<file path="src/rtl/opb_register_simulink2ppc_snap_pkg.sv">
// Shared register map and field positions for the Simulink-to-PPC snapshot register.
package opb_register_simulink2ppc_snap_pkg;

    typedef logic [1:0] word_idx_t;

    // Word indices inside the 4-word slave window
    localparam word_idx_t REG_DATA   = 2'd0;
    localparam word_idx_t REG_STATUS = 2'd1;
    localparam word_idx_t REG_CTRL   = 2'd2;

    // STATUS fields
    localparam int STAT_NEW_BIT = 0;
    localparam int STAT_OVF_BIT = 1;
    localparam int STAT_CNT_LSB = 16;

    // CTRL fields
    localparam int CTRL_FREEZE_BIT = 0;
    localparam int CTRL_CLEAR_BIT  = 1;

    localparam logic [15:0] OVF_CNT_MAX = 16'hFFFF;

endpackage

</file>
<file path="src/rtl/opb_register_simulink2ppc_snap_opb_slave_ack.sv">
// OPB slave address decode with a single-cycle transfer acknowledge.
// A hit is blocked while the ack is high, so a held select acks every other cycle.
module opb_slave_ack
    import opb_register_simulink2ppc_snap_pkg::*;
#(
    parameter logic [31:0] C_BASEADDR   = 32'h01000200,
    parameter logic [31:0] C_HIGHADDR   = 32'h010002FF,
    parameter int          C_OPB_AWIDTH = 32
) (
    input  logic                  clk,
    input  logic                  rst,
    input  logic [0:C_OPB_AWIDTH-1] abus,
    input  logic                  select,
    input  logic                  rnw,
    output logic                  xfer_ack,
    output logic                  rd_strobe,
    output logic                  wr_strobe,
    output word_idx_t             word_idx
);

    logic hit;
    logic ack_p1;

    assign hit       = select && (abus >= C_BASEADDR) && (abus <= C_HIGHADDR) && !ack_p1;
    assign rd_strobe = hit && rnw;
    assign wr_strobe = hit && !rnw;
    assign word_idx  = abus[C_OPB_AWIDTH-4:C_OPB_AWIDTH-3];
    assign xfer_ack  = ack_p1;

    // Acknowledge exactly one cycle after a hit; reset drops a pending access
    always_ff @(posedge clk) begin
        if (rst) begin
            ack_p1 <= 1'b0;
        end else begin
            ack_p1 <= hit;
        end
    end

endmodule

</file>
<file path="src/rtl/opb_register_simulink2ppc_snap.sv">
// Fabric-to-PPC return register: captures a fabric word and exposes it,
// a new/overflow status and freeze/clear control through a 4-word OPB window.
module opb_register_simulink2ppc_snap
    import opb_register_simulink2ppc_snap_pkg::*;
#(
    parameter logic [31:0] C_BASEADDR   = 32'h01000200,
    parameter logic [31:0] C_HIGHADDR   = 32'h010002FF,
    parameter int          C_OPB_AWIDTH = 32,
    parameter int          C_OPB_DWIDTH = 32,
    parameter              C_FAMILY     = "virtex5"
) (
    input  logic                    OPB_Clk,
    input  logic                    OPB_Rst,
    input  logic [0:C_OPB_AWIDTH-1] OPB_ABus,
    input  logic [0:3]              OPB_BE,
    input  logic [0:C_OPB_DWIDTH-1] OPB_DBus,
    input  logic                    OPB_RNW,
    input  logic                    OPB_select,
    input  logic                    OPB_seqAddr,
    output logic [0:C_OPB_DWIDTH-1] Sl_DBus,
    output logic                    Sl_errAck,
    output logic                    Sl_retry,
    output logic                    Sl_toutSup,
    output logic                    Sl_xferAck,
    input  logic [31:0]             user_data_in,
    input  logic                    user_valid,
    output logic                    user_new
);

    localparam bit FAMILY_IS_V5 = (C_FAMILY == "virtex5");

    logic        rd_strobe;
    logic        wr_strobe;
    word_idx_t   word_idx;

    logic [31:0] wdata;
    logic [31:0] data_q;
    logic        new_q;
    logic        ovf_q;
    logic [15:0] ovf_cnt_q;
    logic        freeze_q;
    logic [31:0] rdata_p1;
    logic [31:0] rd_mux;

    logic        data_rd;
    logic        ctrl_wr;
    logic        clear_req;
    logic        capture;
    logic        ovf_event;

    function automatic logic [15:0] sat_inc(input logic [15:0] v);
        return (v == OVF_CNT_MAX) ? v : v + 16'd1;
    endfunction

    opb_slave_ack #(
        .C_BASEADDR  (C_BASEADDR),
        .C_HIGHADDR  (C_HIGHADDR),
        .C_OPB_AWIDTH(C_OPB_AWIDTH)
    ) u_ack (
        .clk      (OPB_Clk),
        .rst      (OPB_Rst),
        .abus     (OPB_ABus),
        .select   (OPB_select),
        .rnw      (OPB_RNW),
        .xfer_ack (Sl_xferAck),
        .rd_strobe(rd_strobe),
        .wr_strobe(wr_strobe),
        .word_idx (word_idx)
    );

    // OPB bit 0 is the MSB, so a straight vector copy maps DBus[31] to register bit 0
    assign wdata = 32'(OPB_DBus);

    assign data_rd   = rd_strobe && (word_idx == REG_DATA);
    assign ctrl_wr   = wr_strobe && (word_idx == REG_CTRL);
    assign clear_req = ctrl_wr && wdata[CTRL_CLEAR_BIT];
    assign capture   = user_valid && !freeze_q;
    // A strobe onto unread data overflows, unless a DATA read consumes it this cycle
    // or a clear wins over the count
    assign ovf_event = user_valid && new_q && !data_rd && !clear_req;

    // Register read multiplexer, sampled in the hit cycle
    always_comb begin
        rd_mux = '0;
        case (word_idx)
            REG_DATA: rd_mux = data_q;
            REG_STATUS: begin
                rd_mux[STAT_NEW_BIT]                = new_q;
                rd_mux[STAT_OVF_BIT]                = ovf_q;
                rd_mux[STAT_CNT_LSB +: 16]          = ovf_cnt_q;
            end
            REG_CTRL: rd_mux[CTRL_FREEZE_BIT] = freeze_q;
            default: rd_mux = '0;
        endcase
    end

    // Capture, status and control state plus the registered read bus
    always_ff @(posedge OPB_Clk) begin
        if (OPB_Rst) begin
            data_q    <= '0;
            new_q     <= 1'b0;
            ovf_q     <= 1'b0;
            ovf_cnt_q <= '0;
            freeze_q  <= 1'b0;
            rdata_p1  <= '0;
        end else begin
            rdata_p1 <= rd_strobe ? rd_mux : 32'd0;

            if (capture) begin
                data_q <= user_data_in;
            end

            if (capture) begin
                new_q <= 1'b1;
            end else if (data_rd || clear_req) begin
                new_q <= 1'b0;
            end

            if (clear_req) begin
                ovf_q     <= 1'b0;
                ovf_cnt_q <= '0;
            end else if (ovf_event) begin
                ovf_q     <= 1'b1;
                ovf_cnt_q <= sat_inc(ovf_cnt_q);
            end

            if (ctrl_wr) begin
                freeze_q <= wdata[CTRL_FREEZE_BIT];
            end
        end
    end

    assign Sl_DBus    = C_OPB_DWIDTH'(rdata_p1);
    assign Sl_errAck  = 1'b0;
    assign Sl_retry   = 1'b0;
    assign Sl_toutSup = 1'b0;
    assign user_new   = new_q;

    logic unused_ok;
    assign unused_ok = ^{OPB_BE, OPB_seqAddr, wdata[31:2], FAMILY_IS_V5};

endmodule

</file>
<file path="config.mk">
export PLATFORM = sky130hd
export DESIGN_NAME = opb_register_simulink2ppc_snap
export DESIGN_NICKNAME = d
export VERILOG_FILES = /design/src/rtl/opb_register_simulink2ppc_snap_pkg.sv /design/src/rtl/opb_register_simulink2ppc_snap_opb_slave_ack.sv /design/src/rtl/opb_register_simulink2ppc_snap.sv
export SDC_FILE = /design/constraint.sdc
export NUM_CORES = 1
export LEC_CHECK = 0
export CORE_ASPECT_RATIO = 1.2
export CORE_MARGIN = 2
export CORE_UTILIZATION = 31
export CTS_CLUSTER_SIZE = 12
export DETAILED_ROUTE_END_ITERATION = 7
export GPL_TIMING_DRIVEN = 1
export HOLD_SLACK_MARGIN = 0.12
export SYNTH_ARGS = -nofsm -noshare
export SYNTH_HDL_FRONTEND = slang
export SYNTH_SLANG_ARGS = --single-unit
export TNS_END_PERCENT = 5
</file>
<file path="constraint.sdc">
create_clock -name OPB_Clk -period 4.5 [get_ports OPB_Clk]
set_input_delay 0.45 -clock OPB_Clk [delete_from_list [all_inputs] [get_ports OPB_Clk]]
set_output_delay 0.45 -clock OPB_Clk [all_outputs]
set_load 0.01 [all_outputs]
</file>
==> results of run 1 <==
==> flip-flops by register name, summed over array words and instances (netlist names) <==
name / flops
Sl_DBus: 32
user_new: 1
u_ack.xfer_ack: 1
data_q: 32
ovf_q: 1
freeze_q: 1
ovf_cnt_q: 16
==> worst register-to-register path, cell delays in order (launching register included) <==
cell and delay (ns):
dfxtp_1 0.31, nor4_1 0.15, and4_1 0.40, nand3_2 0.39, nor2_2 0.52, and2_1 0.21
==> placed cells by master (no fill, tap or decap), types with 2 or more instances in the layout <==
cell and instances:
clkdlybuf4s50_1 98, mux2i_1 19, dfxtp_1 84, o21ai_0 9, bufinv_16 2, a21oi_1 47
and2_1 16, nand2_1 69, or3_1 12, and4_1 2, clkbuf_1 2, nand3_1 9
nor4_1 5, buf_4 5, a31oi_1 2, nor2_1 27, a31o_2 2, or4_1 9
o31ai_1 5, clkbuf_16 9, nand4b_1 2, nand4_1 4, conb_1 3
==> power by group <==
part	leakage [nW]	internal, mW	switching [mW]
combinational	0.847	0.0720	0.0493
sequential	0.683	0.761	0.00923
clock	0.153	0.500	0.282
==> stage by stage <==
step / cells / setup WS, ns
after floorplan: 371 / 2.48
after global placement: 578 / 1.37
after detailed placement: 578 / 1.34
after CTS: 594 / 1.67
after global routing: 594 / 1.49
final: 594 / 1.77
==> layer usage <==
| layer | track usage, % | up-vias | wire length [µm] | share of wire (%) |
|---|---|---|---|---|
| met4 | 5.56 | 0 | 63 | 0.78 |
| met5 | 0 | - | 0 | 0 |
| met3 | 4.91 | 4 | 530 | 6.6 |
| met2 | 25.5 | 89 | 4100 | 51 |
| met1 | 15.7 | 1368 | 3330 | 42 |
| li1 | - | 1453 | - | - |
==> how the worst max path moves through the flow <==
stage,slack [ns],to,cells after the start,start
final,1.77,Sl_DBus[22],6,OPB_ABus[13]
after global routing,1.49,Sl_DBus[21],6,OPB_ABus[13]
after CTS,1.67,Sl_DBus[22],6,OPB_ABus[13]
after detailed placement,1.34,Sl_DBus[16],6,OPB_ABus[13]
after global placement,1.37,Sl_DBus[20],6,OPB_ABus[13]
after floorplan,2.48,ovf_cnt_q[12],6,OPB_ABus[13]
==> kinds of logic after synthesis <==
group,Yosys count
AO/OA/AOI/OAI,69
adder cells (fa/ha/maj),1
buffers and inverters,26
flip-flops,84
multiplexers,19
other,1
AND/OR/NAND/NOR,169
==> final cells by class <==
class / instances / area (µm²) / share of cell area, %
multi-input cells: 261 / 1470 / 31.5
clock inverters: 4 / 72.6 / 1.56
flip-flops and latches: 84 / 1680 / 36.2
well taps: 129 / 161 / 3.47
inverters: 1 / 3.75 / 0.0807
clock buffers: 12 / 246 / 5.30
repair buffers: 103 / 1020 / 21.9
==> flow_metrics.tcl, run 1 <==
set metrics [dict create \
    ys_types 42 \
    power_density_nw_per_um2 360 \
    cpMaxStageDelayCell "or4_4" \
    finalCritPeriodShare_pct 60.6 \
    synthesis.area_um2 3260 \
    setup_tns_ns 0 \
    ys.flop_type "dfxtp_1" \
    h-tree-depth 3 \
    fin_util_pct 44.9 \
    initial_core_util_pct 31.5 \
    grt_pass1_wl_um 12800 \
    worst-r2r-setup-slack_ns 2.46 \
    die_h_um 116 \
    synth_top_area_cell "dfxtp_1" \
    wl_per_cell_um 13.5 \
    clock_sinks 84 \
    synthMuxAreaShare_pct 5.83 \
    ff2ff_path_depth 5 \
    ant_nets 0 \
    startpoint_type "input pin" \
    rr_startpoint "u_ack.xfer_ack" \
    cap_violations 0 \
    finalClockSkew_ns 0.00771 \
    synthTopCellsByCount "84 x dfxtp_1, 69 x nand2_1, 47 x a21oi_1" \
    worstPathCellList "clkdlybuf4s50_1, or4_4, nor4_1, nand3_2, nor2_2, and2_1" \
    yosys_warnings 0 \
    clock_latency_ns 0.34 \
    cts_hold_buf 0 \
    outcome "complete, no violations" \
    routabilityCongestion 0.765 \
    drc_errors 0 \
    cts_tree "built" \
    place_area_um2 4330 \
    syn_to_final_growth_pct 42.5 \
    synth_compound_area_share_pct 11.7 \
    synth.area.top_cells "dfxtp_1 52%, nand2_1 7.9%, a21oi_1 7.2%" \
    grt_pass1_vias 2744 \
    worstHoldStart "data_q[12]" \
    critical_path_class "input pin to register" \
    ir_drop_v 0.000186 \
    layout-drive-gt1-share_pct 6.24 \
    synth-seq-cells 84 \
    finish.instance_area_um2 4650 \
    yosysMostFrequentCell "dfxtp_1" \
    synth_top_family_by_area "simple AND/OR/NAND/NOR gates" \
    worst-path-buf-inv 1 \
    crit_required_ns 4.78 \
    dr.pass1.iters 4 \
    dp_hpwl_um 5650 \
    worstPathArrival_ns 3.00 \
    antenna_found_initial 0 \
    rsz0062_at_grt "false" \
    fmax_ghz 0.367 \
    synth_area_per_cell_um2 8.84 \
    slew_headroom_pct 66.7 \
    period_needed_ns 2.73 \
    hp-class "register to register" \
    nets 567 \
    cp_max_fo 18 \
    cts-resized-gates 0 \
    p_leak_nw 1.68 \
    port_buffers 98 \
    grt_max_degree 37 \
    total_power_mw 1.67 \
    postSynthCellCount 369 \
    holdWs_ns 0.449 \
    clk_pin_slew_ns 0.06 \
    hold_violations 0 \
    antenna_cells_inserted 0 \
    synth-simple-area-share_pct 26.6 \
    via_per_inst 4.91 \
    tightestPinTransition_ns 0.497 \
    setup_viol 0 \
    num_rows 41 \
    ys_async_sr_fraction_pct 0 \
    post_cts_buffers 0 \
    fillers 1030 \
    synth-edff-count 0 \
    dieArea_um2 11400 \
    track_usage_pct 14.2 \
    numCtsBuffers 9 \
    slowest_delay_ns 0.56 \
    r2r-end "Sl_DBus[22]" \
    ys_seq_area_share_pct 51.6 \
    drtIter0Drc 72 \
    grt_overflow 0 \
    core_um2 10400 \
    end_kind "register" \
    root_buffer "clkbuf_16" \
    drt-total-wl_um 8030 \
    maxSlewViolCount 0 \
    worstHoldEndpoint "data_q[12]" \
    dieWidth_um 97.6 \
    yosys.area_share.adder_pct 0.384 \
    synth_top_area_share_pct 51.6 \
    synth-xor-area-share_pct 0 \
    via_count 2914 \
    worstHoldPathCells 2 \
    cp_top_family "simple AND/OR/NAND/NOR gates" \
    clk_path_buf_depth 2 \
    num_io_pins 143 \
]
Note: power is estimated with default switching activity, not from simulation.
==> inputs of run 2 (changes only) <==
clock period = 2.6 ns   (was 4.5 ns; I/O delays follow)
==> flow_metrics.tcl, run 2 (synthesized netlist as in run 1, its figures left out) <==
set metrics [dict create \
    cts_hold_buf 0 \
    via_count 2877 \
    worstPathCellList "clkdlybuf4s50_1, or4_4, nor4_4, and3_4, nor2_1, a311oi_1" \
    grt_overflow 0 \
    tightestPinTransition_ns 0.538 \
    num_io_pins 143 \
    setup_tns_ns 0 \
    multiInputGateArea_um2 1470 \
    drtIter0Drc 148 \
    dieArea_um2 11400 \
    nets 571 \
    final_cell_mix "98 x clkdlybuf4s50_1, 84 x dfxtp_1, 69 x nand2_1" \
    critical_path_class "input pin to register" \
    clock_latency_ns 0.33 \
    finalCritPeriodShare_pct 81.2 \
    hp-class "register to register" \
    fmax_ghz 0.473 \
    clock_sinks 84 \
    crit_required_ns 2.83 \
    numCtsBuffers 9 \
    regArea_um2 1680 \
    final_common_cell "clkdlybuf4s50_1" \
    num_rows 41 \
    antenna_cells_inserted 0 \
    ant_nets 0 \
    cp_max_fo 23 \
    dieWidth_um 97.6 \
    dr.pass1.iters 6 \
    core_um2 10400 \
    slew_headroom_pct 64.0 \
    cts-resized-gates 0 \
    worstPathArrival_ns 2.34 \
    root_buffer "clkbuf_16" \
    grt_pass1_vias 2810 \
    rsz0062_at_grt "false" \
    port_buffers 98 \
    h-tree-depth 3 \
    slowest_delay_ns 0.56 \
    p_leak_nw 1.70 \
    drc_errors 0 \
    die_h_um 116 \
    cts_tree "built" \
    maxSlewViolCount 0 \
    dp_hpwl_um 5740 \
    post_cts_buffers 0 \
    end_kind "register" \
    fin_ws_ns 0.488 \
    worst-path-buf-inv 1 \
    syn_to_final_growth_pct 43.5 \
    layout-drive-gt1-share_pct 7.05 \
    grt_pass1_wl_um 13300 \
    track_usage_pct 14.6 \
    ir_drop_v 0.000350 \
    power_density_nw_per_um2 611 \
    setup_viol 0 \
    startpoint_type "input pin" \
    use_met2_pct 25.7 \
    wl_per_cell_um 13.5 \
    top_usage_layer "met2" \
    drt-total-wl_um 8080 \
    cap_violations 0 \
    outcome "complete, no violations" \
    use_met3_pct 4.73 \
    clk_path_buf_depth 2 \
    clk_pin_slew_ns 0.06 \
    antenna_found_initial 0 \
    initial_core_util_pct 31.5 \
    period_needed_ns 2.11 \
    place_ws_ns 0.156 \
    grt_max_degree 36 \
    fillers 1028 \
    routabilityCongestion 0.779 \
    cpMaxStageDelayCell "or4_4" \
    grt.met1_usage_pct 16.8 \
    hold_violations 0 \
    cp_top_family "simple AND/OR/NAND/NOR gates" \
    via_per_inst 4.82 \
    finalClockSkew_ns 0.00510 \
]
[run 2: path summary, 6_finish.rpt]
kind                                    from             to  slack [ns]  cells after the start
worst max-delay path            OPB_ABus[13]  ovf_cnt_q[12]        0.49                      6
worst min-delay path               data_q[9]      data_q[9]        0.45                      2
worst max register to register  ovf_cnt_q[4]  ovf_cnt_q[13]        0.59                      4
worst min register to register     data_q[9]      data_q[9]        0.45                      2
[run 2: final cells by class]
type	instances	share of cell area [%]
clock buffers	10	4.89
clock inverters	5	1.66
inverters	1	0.0802
repair buffers	107	22.7
multi-input cells	261	31.3
well taps	129	3.45
flip-flops and latches	84	35.9
[run 2: tightest hold or removal path, delay by kind of cell, from the launching register on]
kind | cells | cell delay [ns]
AOI/OAI and AO/OA | 1 | 0.05
DFF | 1 | 0.30
and+or+nand+nor | 1 | 0.05
[run 2: layer usage]
layer | up-vias | part of all wire [%]
li1 | 1466 | -
met2 | 67 | 49
met3 | 5 | 5.4
met5 | - | 0
met1 | 1339 | 44
met4 | 0 | 0.87
[run 2: power by group]
| part | leakage, nW | switching, mW | internal [mW] | total [mW] |
|---|---|---|---|---|
| registers | 0.683 | 0.0161 | 1.32 | 1.33 |
| logic | 0.871 | 0.0856 | 0.129 | 0.214 |
| clock network | 0.148 | 0.480 | 0.832 | 1.31 |
[run 2: per-stage QoR]
stage	cell area [µm²]	power, mW	cells	util (%)	hold WS, ns
floorplan	3270	1.45	371	-	0.396
global placement	4370	1.58	582	42.2	0.435
detailed placement	4370	1.58	582	42.2	0.439
CTS	4680	2.91	597	45.2	0.452
global route	4680	2.98	597	45.2	0.471
finish	4680	2.86	597	45.2	0.449
